===== config.mk =====
export PLATFORM = sky130hd
export DESIGN_NAME = clk_div_sel_ctrl
export DESIGN_NICKNAME = d
export VERILOG_FILES = /design/src/rtl/clk_div_sel_ctrl.sv
export SDC_FILE = /design/constraint.sdc
export NUM_CORES = 1
export LEC_CHECK = 0
export ABC_AREA = 1
export CAP_MARGIN = 25
export CORE_MARGIN = 1.5
export CORE_UTILIZATION = 42
export CTS_BUF_LIST = sky130_fd_sc_hd__clkbuf_4
export CTS_CLUSTER_DIAMETER = 100
export CTS_CLUSTER_SIZE = 20
export DETAILED_ROUTE_END_ITERATION = 12
export GPL_ROUTABILITY_DRIVEN = 0
export PLACE_DENSITY = 0.66
export RECOVER_POWER = 100
export SLEW_MARGIN = 0
export SYNTH_ARGS = -nofsm -noshare
export SYNTH_HDL_FRONTEND = slang
export SYNTH_SLANG_ARGS = --single-unit

===== constraint.sdc =====
create_clock -name clk -period 1.9 [get_ports clk]
set_clock_uncertainty 0.2 [all_clocks]
set_input_delay 0.475 -clock clk [delete_from_list [all_inputs] [get_ports clk]]
set_output_delay 0.475 -clock clk [all_outputs]
set_load 0.02 [all_outputs]

===== src/rtl/clk_div_sel_ctrl.sv =====
// Divide-ratio controller: free-running 4-bit counter drives a /2../16 divided clock.
// Ratio changes arrive over req/ack and take effect only at the counter wrap, so div_out never glitches.
module clk_div_sel_ctrl #(
  parameter logic [1:0] DEF_SEL = 2'd0
) (
  input  logic       clk,
  input  logic       rst,
  input  logic       req,
  input  logic [1:0] sel,
  output logic       ack,
  output logic       busy,
  output logic [1:0] cur_sel,
  output logic       div_out,
  output logic       tick
);

  localparam int unsigned CNT_W = 4;
  localparam int unsigned SEL_W = 2;

  typedef enum logic [1:0] {
    ST_IDLE = 2'd0,
    ST_WAIT = 2'd1,
    ST_ACK  = 2'd2
  } state_t;

  state_t             state, state_nxt;
  logic [CNT_W-1:0]   cnt, cnt_nxt;
  logic [SEL_W-1:0]   active_sel, active_sel_nxt;
  logic [SEL_W-1:0]   pend_sel, pend_sel_nxt;
  logic               div_nxt;
  logic               tick_nxt;

  // Next-state and next-output decode.
  always_comb begin
    state_nxt      = state;
    active_sel_nxt = active_sel;
    pend_sel_nxt   = pend_sel;
    cnt_nxt        = cnt + CNT_W'(1);

    case (state)
      ST_IDLE: begin
        if (req) begin
          if (sel == active_sel) begin
            state_nxt = ST_ACK;
          end else begin
            pend_sel_nxt = sel;
            state_nxt    = ST_WAIT;
          end
        end
      end
      ST_WAIT: begin
        // Switch only on the wrap edge: every counter bit lands at 0 for old and new ratio alike.
        if (cnt == CNT_W'(15)) begin
          active_sel_nxt = pend_sel;
          state_nxt      = ST_ACK;
        end
      end
      ST_ACK:  state_nxt = ST_IDLE;
      default: state_nxt = ST_IDLE;
    endcase

    div_nxt  = cnt_nxt[active_sel_nxt];
    tick_nxt = div_nxt & ~div_out;
  end

  // State and registered outputs.
  always_ff @(posedge clk or negedge rst) begin
    if (!rst) begin
      state      <= ST_IDLE;
      cnt        <= '0;
      active_sel <= DEF_SEL;
      pend_sel   <= DEF_SEL;
      div_out    <= 1'b0;
      tick       <= 1'b0;
      ack        <= 1'b0;
      busy       <= 1'b0;
    end else begin
      state      <= state_nxt;
      cnt        <= cnt_nxt;
      active_sel <= active_sel_nxt;
      pend_sel   <= pend_sel_nxt;
      div_out    <= div_nxt;
      tick       <= tick_nxt;
      ack        <= (state_nxt == ST_ACK);
      busy       <= (state_nxt != ST_IDLE);
    end
  end

  assign cur_sel = active_sel;

endmodule


; ---- After elaboration in Yosys (flattened, before gate mapping)
; Index checks and enable logic that the tools add are counted.
[classes]
n_eq_ne = 4
magnitude_cmp = 1
muxes = 8
n_addsub = 1
n_reduce_logical = 3
bitwise_logic = 3
[ops]
columns = cell, count
row1 = $mux 2, 5
row2 = $add 4x1->4 const B, 1
row3 = $eq 4x4->1 const B, 1
row4 = $pmux 2 s2, 1
row5 = $lt 2x3->1 const B, 1
row6 = $reduce_and 3->1, 1
row7 = $bmux 1 s2, 1
row8 = $eq 2x1->1 const B, 1
row9 = $eq 2x2->1, 1
row10 = $eq 2x2->1 const B, 1
row11 = $logic_not 2->1, 1
row12 = $not 1->1, 2
row13 = $reduce_bool 2->1, 1
row14 = $and 1x1->1, 1
row15 = $mux 1, 1
[word_totals]
wordCells = 28
register_bits = 14
inputBits = 5

; ---- Depth between registers and ports, before layout
[depth]
word_depth = 6
depth_mapped = 9
mapped_depth_nobuf = 9

; ---- Worst setup path before layout
; Ideal clock, no wire load.
[synth_path]
kind = register to register
startpoint = register cnt[0]
endpoint = register tick
path_stages_with_launch = 9
path_slack_ps = 426
arrival_ps = 1149
setup_ps = 124
path_buffers = 0
path_cell_list = dfrtp_1 -> ha_1 -> nand3_1 -> nor2_1 -> nand2_1 -> o21ai_0 -> nand3_1 -> nand2_2 -> nor2_2
[synth_via]
elab_chain_cells = 6
[synth_rtl]
columns = item, line
row1 = start: declaration, 27  ; logic [CNT_W-1:0] cnt, cnt_nxt;
row2 = start signal: assignment, 79  ; cnt <= cnt_nxt;
row3 = $eq 4x4->1, 53  ; if (cnt == CNT_W'(15)) begin
row4 = $mux 2, 53
row5 = $mux 2, 40  ; case (state)
row6 = $bmux 1 s2 (*), 62  ; div_nxt = cnt_nxt[active_sel_nxt];
row7 = $mux 1 (not written as such) (*), 62
row8 = $and 1x1->1 (*), 63  ; tick_nxt = div_nxt & ~div_out;
row9 = via tick_nxt, 31  ; logic tick_nxt;
row10 = end signal: assignment, 83  ; tick <= tick_nxt;
row11 = end: declaration, 14  ; output logic tick
; The timed path passes the listed nets; every way through them passes the cells marked *. The select of a mux whose other input is x is not followed.
; A chain may end at the register's enable or synchronous reset.

; ---- Worst setup path in the final report
[layout_path]
startpoint = register busy
endpoint = output busy
[layout_lines]
columns = item, line
row1 = start: declaration, 11  ; output logic busy,
row2 = start signal: assignment, 85  ; busy <= (state_nxt != ST_IDLE);
; No word-level cell between the ends.

==> results.py <==
metrics = {
    "status": {
        "status": "completed",
    },
    "synth": {
        "ys_seq_area_frac": 0.539,
        "synth_cell_types": 21,
        "syn-num-nets": 74,
        "syn_area_per_cell_um2": 9.55,
        "netlist_area_um2": 649,
        "synth_cells": 68,
        "synth-seq-cells": 14,
        "synth_warnings": 0,
    },
    "power_and_ir_drop": {
        "leakage_nw": 0.395,
        "power_w": 0.000962,
        "powerDensity_nw_per_um2": 1230,
        "ir_worst_vdd_mv": 0.607,
    },
    "detailed_routing": {
        "drtPass1Iterations": 4,
        "drc": 0,
        "wire_per_inst_um": 11.0,
        "routed_wl_mm": 1.09,
        "vias": 484,
        "viasPerCell": 4.89,
        "first_iter_violations": 3,
        "postRouteAntennaNets": 0,
    },
    "finish": {
        "drive_gt1_frac": 0.157,
        "final-seq-area_um2": 350,
        "instances_no_fill": 99,
        "synthToLayoutAreaGrowth_pct": 20.0,
        "diodes": 0,
        "multiInputGateArea_um2": 262,
        "fill_cells": 151,
        "layout.nets": 91,
    },
    "timing": {
        "fin_ws_ns": 0.0518,
        "fin_tns_setup_ns": 0,
        "rsz0062_at_grt": "false",
        "fmax_mhz": 541,
        "final-hold-violation-count": 0,
        "drv_slew": 0,
        "max_slew.worst_pin.slew_ns": 0.722,
        "max_slew_margin": 0.518,
        "setup_violations": 0,
        "min_period_over_period": 0.973,
        "holdWs_ns": 0.235,
        "period_needed_ns": 1.85,
    },
    "placed_design": {
        "numPlacedInstances": 96,
        "hpwlAfterDp_um": 852,
        "preCtsSetupSlack_ns": 0.0512,
        "io_buffers": 10,
    },
    "setup_path": {
        "crit_buf_inv": 1,
        "r2r_setup_slack_ns": 0.25,
        "critical_path_arrival_ns": 1.17,
        "startpoint_type": "flop",
        "crit_required_ns": 1.22,
        "critPathTopFamily": "buffers and inverters",
        "crit_slowest_cell": "clkdlybuf4s50_1",
        "crit_chain": "clkdlybuf4s50_1",
        "reg2reg_depth": 8,
        "worstSetupPathType": "reg -> out",
        "end_kind": "output pin",
        "crit_cells": 1,
        "crit_path_max_fanout": 1,
        "max_stage_delay_ns": 0.59,
    },
    "floorplan": {
        "start_util": 0.441,
        "die-area_um2": 1790,
        "placement_rows": 14,
        "io_pins": 11,
        "die_h_um": 42.3,
        "die-width_um": 42.3,
        "placeableCoreArea_um2": 1470,
    },
    "cts": {
        "cts_sinks": 14,
        "cts_tree": "yes",
        "htreeDepth": 1,
        "clkLatencyLatePin_ns": 0.26,
        "clockBufferDepth": 2,
        "path_clk_slew_ns": 0.08,
        "cts_buffers": 3,
        "cts_root_buffer": "clkbuf_4",
    },
    "min_path": {
        "whs_path_depth": 1,
        "hp-class": "reg -> reg",
    },
    "global_route": {
        "grt_overflow_total": 0,
        "grt_first_pass_wirelength_mm": 1.87,
        "grt.total_usage": 0.138,
        "first_global_vias": 478,
        "grt_antenna_before_repair": 0,
        "grt_max_degree": 15,
    },
    "job": {
        "drv_cap": 0,
    },
}
-- metal layers --
metal	wire [um]	up-vias	share of wire	track usage
met4	0	0	0	0.0188
met3	55	0	0.051	0.0560
met1	541	225	0.50	0.176
met2	492	8	0.45	0.228
li1	-	251	-	-
met5	0	-	0	0
-- final cells by class --
type                    count  share of cell area
multi-input cells          46               0.335
clock buffers               3              0.0289
repair buffers             12               0.122
flip-flops and latches     14               0.449
inverters                   8              0.0385
well taps                  16              0.0257
-- cells by family after synthesis --
logic type / share of synthesized area
simple gates: 0.285
flops: 0.540
compound gates: 0.0828
buf+inv: 0.0462
xor+xnor: 0.0270
fa+ha+maj: 0.0193
-- Yosys cell counts, drive strengths merged --
library cell	count	area, um2
nand4	1	6.26
nor2	6	35.0
nand3	9	55.1
o21a	1	7.51
o21ai	4	23.8
xor2	2	17.5
inv	8	30.0
a21oi	1	5.00
or2	1	6.26
dfrtp	14	350
nand2	18	82.6
o21bai	1	11.3
o22ai	1	6.26
ha	1	12.5
-- cells in the final DEF, fill, tap and decap left out --
master           instances
nand2_1                 15
nand3_2                  1
nor2_1                   3
dfrtp_1                 14
nor2_2                   2
o21bai_2                 1
nand2_2                  2
o21ai_2                  1
a21oi_1                  1
clkdlybuf4s50_1          2
clkbuf_1                 3
ha_1                     1
nand2_4                  1
inv_1                    8
nand4_1                  1
nand3_1                  8
o21ai_0                  3
or2_1                    1
dlygate4sd2_1            3
o22ai_1                  1
clkbuf_4                 4
xor2_1                   2
o21a_1                   1
nor2_4                   1
dlygate4sd3_1            3
-- registers in the layout (all words and copies together), names as in the netlist --
name and flops:
ack 1, busy 1, cnt 4, cur_sel 2, div_out 1, pend_sel 2, state 2, tick 1
-- final timing paths --
check | start | to
worst max-delay path | busy | busy
worst min-delay path | div_out | tick
worst max register to register | cnt[0] | div_out
worst min register to register | div_out | tick
max in group asynchronous | rst | cnt[1]
min in group asynchronous | rst | state[1]
-- metrics by stage --
stage | area [um2] | utilization
floorplan | 649 | -
global placement | 785 | 0.533
detailed placement | 785 | 0.533
CTS | 803 | 0.546
global route | 779 | 0.530
finish | 779 | 0.530
-- timing repair --
item                                    4_1_cts  5_1_grt
buffers inserted                              0        0
hold buffers                                  0        0
endpoints found under the setup margin        3        2
resized for setup                             3        2
-- worst reg2reg max path, delay by kind of cell, from the launching register on --
family | cells | cell delay [ns]
simple gates | 6 | 0.68
fa+ha+maj | 1 | 0.23
flops | 1 | 0.39
buf+inv | 1 | 0.04
-- power breakdown --
group          internal (W)  switching, W
Combinational      0.000151      0.000225
Sequential         0.000377     0.0000515
Clock             0.0000731     0.0000842
Total              0.000601      0.000361
(Power assumes the default switching activity.)
